===== src/rtl/muldiv_pkg.sv =====
// Shared definitions for the iterative multiply/divide unit: op encodings,
// FSM states and small op-decode helpers.
package muldiv_pkg;

  localparam logic [1:0] OP_MULT  = 2'b00;
  localparam logic [1:0] OP_MULTU = 2'b01;
  localparam logic [1:0] OP_DIV   = 2'b10;
  localparam logic [1:0] OP_DIVU  = 2'b11;

  typedef enum logic [1:0] {IDLE, RUN, DONE} state_e;

  function automatic logic op_signed(input logic [1:0] op);
    return ~op[0];
  endfunction

  function automatic logic op_is_div(input logic [1:0] op);
    return op[1];
  endfunction

endpackage


===== src/rtl/div_step.sv =====
// One restoring-division iteration on the packed {remainder, quotient} accumulator:
// shift left, trial-subtract the divisor, shift in the quotient bit.
module div_step #(
  parameter int WIDTH = 32
) (
  input  logic [2*WIDTH-1:0] acc_in,
  input  logic [WIDTH-1:0]   divisor,
  output logic [2*WIDTH-1:0] acc_out
);

  logic [WIDTH:0] rem_sh;
  logic [WIDTH:0] trial;

  // The remainder stays below the divisor, so the shifted value fits in
  // WIDTH+1 bits and the top bit of the difference is a clean borrow.
  assign rem_sh = acc_in[2*WIDTH-1:WIDTH-1];
  assign trial  = rem_sh - {1'b0, divisor};

  always_comb begin
    if (!trial[WIDTH]) acc_out = {trial[WIDTH-1:0], acc_in[WIDTH-2:0], 1'b1};
    else               acc_out = {rem_sh[WIDTH-1:0], acc_in[WIDTH-2:0], 1'b0};
  end

endmodule


===== src/rtl/muldiv_unit.sv =====
// Iterative MIPS-style HI/LO multiply/divide unit: 32 shift-add or restoring
// steps on operand magnitudes, sign fix-up applied when HI/LO are written.
module muldiv_unit
  import muldiv_pkg::*;
#(
  parameter int WIDTH = 32
) (
  input  logic             clk,
  input  logic             rst,
  input  logic             start,
  input  logic [1:0]       op,
  input  logic [WIDTH-1:0] rs_data,
  input  logic [WIDTH-1:0] rt_data,
  input  logic             mthi,
  input  logic             mtlo,
  output logic [WIDTH-1:0] hi,
  output logic [WIDTH-1:0] lo,
  output logic             busy,
  output logic             done
);

  localparam logic [5:0] LAST = 6'(WIDTH - 1);

  state_e             state;
  logic [5:0]         cnt;
  logic               div_r, neg_q, neg_r, dz;
  logic [WIDTH-1:0]   b_r;
  logic [2*WIDTH-1:0] acc, acc_mul, acc_div, acc_nxt, prod;
  logic [WIDTH-1:0]   a_mag, b_mag, quo, rem, hi_fin, lo_fin;
  logic [WIDTH:0]     psum;
  logic               sgn;

  assign sgn   = op_signed(op);
  assign a_mag = (sgn && rs_data[WIDTH-1]) ? -rs_data : rs_data;
  assign b_mag = (sgn && rt_data[WIDTH-1]) ? -rt_data : rt_data;

  // Multiply: conditionally add multiplicand into the upper half, then shift right.
  assign psum    = {1'b0, acc[2*WIDTH-1:WIDTH]} + (acc[0] ? {1'b0, b_r} : '0);
  assign acc_mul = {psum, acc[WIDTH-1:1]};

  div_step #(.WIDTH(WIDTH)) u_div_step (
    .acc_in  (acc),
    .divisor (b_r),
    .acc_out (acc_div)
  );

  assign acc_nxt = div_r ? acc_div : acc_mul;
  assign prod    = neg_q ? -acc_nxt : acc_nxt;
  assign quo     = acc_nxt[WIDTH-1:0];
  assign rem     = acc_nxt[2*WIDTH-1:WIDTH];

  // Zero divisor leaves rem = |dividend|; restoring its sign yields the dividend.
  always_comb begin
    hi_fin = prod[2*WIDTH-1:WIDTH];
    lo_fin = prod[WIDTH-1:0];
    if (div_r) begin
      lo_fin = dz ? '1 : (neg_q ? -quo : quo);
      hi_fin = neg_r ? -rem : rem;
    end
  end

  always_ff @(posedge clk or posedge rst) begin
    if (rst) begin
      state <= IDLE;
      cnt   <= '0;
      div_r <= 1'b0;
      neg_q <= 1'b0;
      neg_r <= 1'b0;
      dz    <= 1'b0;
      b_r   <= '0;
      acc   <= '0;
      hi    <= '0;
      lo    <= '0;
      busy  <= 1'b0;
      done  <= 1'b0;
    end else begin
      done <= 1'b0;
      case (state)
        IDLE: begin
          if (start) begin
            div_r <= op_is_div(op);
            neg_q <= sgn && (rs_data[WIDTH-1] ^ rt_data[WIDTH-1]);
            neg_r <= sgn && rs_data[WIDTH-1];
            dz    <= op_is_div(op) && (rt_data == '0);
            b_r   <= b_mag;
            acc   <= {{WIDTH{1'b0}}, a_mag};
            cnt   <= '0;
            busy  <= 1'b1;
            state <= RUN;
          end else begin
            if (mthi) hi <= rs_data;
            if (mtlo) lo <= rs_data;
          end
        end
        RUN: begin
          acc <= acc_nxt;
          cnt <= cnt + 6'd1;
          if (cnt == LAST) begin
            hi    <= hi_fin;
            lo    <= lo_fin;
            busy  <= 1'b0;
            done  <= 1'b1;
            state <= DONE;
          end
        end
        DONE:    state <= IDLE;
        default: state <= IDLE;
      endcase
    end
  end

endmodule


===== config.mk =====
export PLATFORM = sky130hd
export DESIGN_NAME = muldiv_unit
export DESIGN_NICKNAME = d
export VERILOG_FILES = /design/src/rtl/muldiv_pkg.sv /design/src/rtl/div_step.sv /design/src/rtl/muldiv_unit.sv
export SDC_FILE = /design/constraint.sdc
export NUM_CORES = 1
export LEC_CHECK = 0
export ABC_CLOCK_PERIOD_IN_PS = 17700
export BUFFER_PORTS_ARGS = -buffer_cell sky130_fd_sc_hd__buf_2
export CORE_ASPECT_RATIO = 0.6
export CORE_MARGIN = 3
export CORE_UTILIZATION = 65
export CTS_BUF_LIST = sky130_fd_sc_hd__clkbuf_8
export CTS_CLUSTER_DIAMETER = 50
export DETAILED_ROUTE_END_ITERATION = 8
export HOLD_SLACK_MARGIN = 0.12
export PLACE_DENSITY = 0.95
export SYNTH_ARGS = -nofsm -noshare
export SYNTH_HDL_FRONTEND = slang
export SYNTH_SLANG_ARGS = --single-unit

===== constraint.sdc =====
create_clock -name clk -period 17.7 [get_ports clk]
set_clock_uncertainty 0.2 [all_clocks]
set_input_delay 3.54 -clock clk [delete_from_list [all_inputs] [get_ports clk]]
set_output_delay 3.54 -clock clk [all_outputs]
set_load 0.05 [all_outputs]

## Word-level counts from Yosys, hierarchy flattened

Index checks and enable logic that the tools add are counted.
Widths: inputs -> output; s select.

| storage, ports and cells | value |
|---|---|
| latch bits | 0 |
| memory bits (writable) | 0 |
| output and inout port bits | 66 |
| bits in read-only memories | 0 |
| register bits | 174 |
| input port bits | 71 |
| logic and storage cells | 73 |
| memories kept | 0 |

| operators by class | value |
|---|---|
| $mul | 0 |
| reduce and logical (&&, ||, !) cells | 13 |
| add/subtract/negate cells | 8 |
| magnitude comparators | 0 |
| divide/modulo/power cells | 0 |
| equal/unequal tests | 7 |
| shift-type cells | 0 |
| bitwise logic cells | 2 |
| mux-type cells | 31 |

Operators with widths:

| kind | number |
|---|---|
| $mux 32 | 14 |
| $mux 64 | 4 |
| $neg 32->32 | 4 |
| $pmux 32 s2 | 2 |
| $pmux 64 s2 | 1 |
| $neg 64->64 | 1 |
| $add 32x32->33 | 1 |
| $sub 33x32->33 | 1 |
| $logic_not 32->1 | 1 |
| $pmux 6 s2 | 1 |
| $ne 2x2->1 const B | 5 |
| $reduce_and 4->1 | 2 |
| $add 6x1->6 const B | 1 |
| $eq 6x5->1 const B | 1 |
| $mux 6 | 1 |
| $reduce_and 2->1 | 3 |
| $logic_and 1x1->1 | 4 |
| $mux 1 | 4 |
| $mux 2 | 2 |
| $pmux 2 s2 | 1 |
| $reduce_and 3->1 | 1 |
| $eq 2x1->1 const B | 1 |
| $logic_not 2->1 | 1 |
| $pmux 1 s2 | 1 |
| 3 further kinds | 3 |

## Depth between registers and ports, before layout

| logic depth | value |
|---|---|
| depth after elaboration | 9 |
| depth in mapped cells | 25 |
| depth with buffers taken out | 24 |

## Hierarchy

Synthesis repeated with hierarchy kept, for this count alone.

| second synthesis, totals | value |
|---|---|
| cells, all modules | 1990 |
| area total of the unflattened synthesis | 15815.2 µm² |

By module, submodules not included:

| module | seq. area each (µm²) | cells each | area an instance (µm²) | instances |
|---|---|---|---|---|
| muldiv_unit | 4354.2 | 1654 | 13223.9 | 1 |
| div_step | 0.0 | 336 | 2591.2 | 1 |

## Worst setup path before layout

Ideal clock, no wire load.

| path | value |
|---|---|
| path kind | input to register |
| from | input rs_data[8] |
| to | register acc[27] |
| arrival | 6354 ps |
| path buffers | 0 |
| library setup time | 133 ps |
| slack | 11013 ps |
| required time | 17367 ps |
| stages | 12 |
| path through | or3_1 or4_1 or3_1 nor4_1 and2b_1 nand2_1 or4_1 o21ai_0 xor2_1 nand2_1 o211ai_1 o21ai_0 |

| between the ends | value |
|---|---|
| word-level cells in the longest chain between the ends | 4 |

Ends and longest elaborated chain:

| item | RTL line | text |
|---|---|---|
| from (decl) | muldiv_unit.sv:12 | `input logic [WIDTH-1:0] rs_data,` |
| $neg 32->32 | muldiv_unit.sv:34 | `assign a_mag = (sgn && rs_data[WIDTH-1]) ? -rs_data : rs_data;` |
| $mux 32 | muldiv_unit.sv:34 |  |
| $mux 64 | muldiv_unit.sv:80 | `if (start) begin` |
| $pmux 64 s2 | muldiv_unit.sv:78 | `case (state)` |
| to (signal assigned) | muldiv_unit.sv:86 | `acc <= {{WIDTH{1'b0}}, a_mag};` |
| to (signal assigned) | muldiv_unit.sv:96 | `acc <= acc_nxt;` |
| to (decl) | muldiv_unit.sv:28 | `logic [2*WIDTH-1:0] acc, acc_mul, acc_div, acc_nxt, prod;` |

Every way passes these cells. The select of a mux whose other input is x is not followed.
A chain may end at the register's enable or synchronous reset.

## Final worst setup path

| path | value |
|---|---|
| from | input rs_data[8] |
| to | register acc[28] |

The elaborated chain is that of the path after synthesis.

==> impl_metrics.yaml <==
floorplanning:
  io_pins: 137
  die_x_microns: 205
  die_h_microns: 125
  die_area_sq_um: 25700
  rows: 42
  start_util_pct: 68.1
  core_sq_um: 22600
setup_path:
  cp_max_fo: 4
  endpoint_kind: "register"
  r2r-end: "hi[8]$_DFFE_PP0P_"
  rrSetupSlack_ns: 10.68
  required_ns: 17.86
  r2r-start: "acc[31]$_DFFE_PP0P_"
  r2r_cells: 23
  critPathLaunchType: "input pin"
  critical_path_class: "in -> reg"
  crit_arrival_ns: 7.27
grt:
  overflow: 0
  grt_pass1_vias: 15200
  antenna_found_initial: 2
  gr-usage-all-layers_pct: 42.8
  grt_max_degree: 96
  grt_pass1_wl_mm: 86.0
placement:
  place.gp.congestion: 1.07
  place_hpwl_mm: 41.5
  io_buffer_count: 136
flow_run:
  maxCapViolCount: 0
synth:
  synth_ff_type: "dfrtp_1"
  async_flop_share_pct: 100
  synth_seq_cells: 174
  synth-seq-area-share_pct: 28.2
  synth_fa_ha_area_share_pct: 5.86
  synth_top_family_by_area: "compound AO/OA/AOI/OAI gates"
  synth_area_leaders: "dfrtp_1, o21ai_0, nand2_1"
  synth.top_cell.area_share_pct: 28.2
  synthDominantAreaCellType: "dfrtp_1"
  ys.warnings.count: 0
  synth_cells: 1995
  synth-compound-area-share_pct: 26.7
  synth_edf_count: 0
  synth_area_sq_um: 15400
  synth.area.mux_share_pct: 3.72
  synth-simple-area-share_pct: 22.6
  synth_xor_area_share_pct: 8.35
  syn-num-nets: 2137
  postSynthAreaPerCell_sq_um: 7.73
  synth_cell_types: 97
worst_hold_path:
  hp-class: "reg -> reg"
  worstHoldStart: "lo[25]$_DFFE_PP0P_"
  whs_path_depth: 2
  hold_end: "lo[25]$_DFFE_PP0P_"
cts:
  cts_tree: "built"
  cts_resized: 0
  postCtsSetupRepairBufs: 0
  cts_root_buffer: "clkbuf_8"
  cts_hold_buffers: 0
  clk_pin_slew_worst_paths_ns: 0.10
  clk_path_buf_depth: 2
  clock_latency_ns: 0.53
  htree_levels: 4
  cts_sinks: 174
  cts_buffers: 17
drt:
  wirelength_mm: 55.9
  remaining_drc_errors: 0
  viasPerCell: 7.03
  ant_nets: 0
  drt_iter0_markers: 2740
  avgRoutedWirePerCell_microns: 23.5
  via_count: 16700
  firstDrtPassIters: 7
finish:
  area_growth_pct: 7.82
  drive_gt1_share_pct: 12.3
  antenna_cells: 0
  finalNetCount: 2198
sta:
  fin_crit_ns: 7.10
  rsz0062_at_grt: "false"
  setup_viol: 0
  slew_headroom_pct: 20.8
  clock.fmax_ghz: 0.141
  tns_ns: 0
  layout_worst_path_cycle_share_pct: 40.1
  slew_violations: 0
  whs_ns: 0.284
  finalHoldViolations: 0
  worstMarginPinSlew_ns: 1.17
outcome:
  outcome: "complete, no violations"
critical path, cell delays in order:
cell      delay (ns)
buf_2           0.12
or3_1           0.46
or4_1           0.56
or3_1           0.44
nor4_1          0.57
nand3_1         0.27
nor4_1          0.63
a21oi_1         0.17
xnor2_1         0.16
nand2_1         0.07
o211ai_1        0.13
o21ai_0         0.15
metal layers:
layer	up-vias	track usage [%]	part of all wire (%)	wire length, microns
li1	7400	-	-	-
met1	7863	63.5	42	23500
met2	1270	56.6	39	21700
met3	183	18.2	16	9120
met4	2	11.0	2.7	1520
met5	-	0	0.023	13
kinds of logic (layout without fill, tap and decap cells):
group	after synthesis	in the layout
flip-flops	174	174
multiplexers	54	54
AO/OA/AOI/OAI	664	664
XOR/XNOR	147	147
buffers and inverters	173	247
adder cells (fa/ha/maj)	71	71
AND/OR/NAND/NOR	712	712
worst max-delay path by stage:
stage	from	to	slack, ns	cells after the start
floorplan	rst	acc[0]$_DFFE_PP0P_	9.24	1
finish	rs_data[8]	acc[28]$_DFFE_PP0P_	10.60	12
global route	acc[31]$_DFFE_PP0P_	hi[8]$_DFFE_PP0P_	10.41	23
detailed placement	rs_data[8]	acc[27]$_DFFE_PP0P_	10.23	13
CTS	rs_data[8]	acc[27]$_DFFE_PP0P_	10.76	13
global placement	rs_data[8]	acc[27]$_DFFE_PP0P_	10.34	13
cell usage in the layout (no fill, tap or decap), types with 17 or more instances in the layout:
master and n:
o22ai_1 42, and2_1 43, o21ai_1 17, nand3_1 78, o211ai_1 24, buf_2 136, mux2i_1 32, nand2_1 253
o31ai_1 23, or3_1 30, buf_4 22, dfrtp_1 173, a21oi_1 155, xor2_1 79, nor3_1 44, clkbuf_8 17
xnor2_1 68, ha_1 69, mux2_2 18, o21ai_0 223, a31oi_1 30, nand2b_1 19, nand4_1 23, nor2_1 129
inv_1 55
final cells by class:
| class | instances | area [sq um] |
|---|---|---|
| Clock inverter | 15 | 195 |
| Fill cell | 1844 | 6020 |
| Timing Repair Buffer | 158 | 846 |
| Inverter | 57 | 219 |
| Sequential cell | 174 | 4360 |
| Multi-Input combinational cell | 1648 | 10400 |
| Tap cell | 308 | 385 |
| Clock buffer | 17 | 234 |
per-stage QoR:
step	cells	cell area, sq um	worst slack [ns]	utilization, %
global placement	2345	16200	10.34	71.5
floorplan	1995	15400	9.24	-
CTS	2377	16600	10.76	73.4
finish	2377	16600	10.60	73.4
global route	2377	16600	10.41	73.4
detailed placement	2345	16200	10.23	71.5
cell usage after synthesis (all sizes together), types with 15 or more instances:
library cell / n
nand2: 254
xnor2: 68
and2: 48
nor2: 129
nor3: 45
o211ai: 24
inv: 56
and3: 15
mux2: 20
a31oi: 31
o31ai: 25
o21ai: 240
buf: 38
nand3: 78
dfrtp: 174
xor2: 79
mux2i: 34
a21oi: 155
or3: 30
a21boi: 15
o22ai: 42
a211oi: 17
ha: 69
nand2b: 20
clkbuf: 78
nand4: 25
sequential cells by signal, summed over array words and instances, names as in the netlist:
signal / count
acc: 64
b_r: 32
hi: 32
lo: 32
cnt: 6
state: 2
busy: 1
div_r: 1
done: 1
dz: 1
neg_q: 1
neg_r: 1
Power is not shown: default switching activity piles up to over one toggle a cycle in this logic, so the estimate is an artifact.
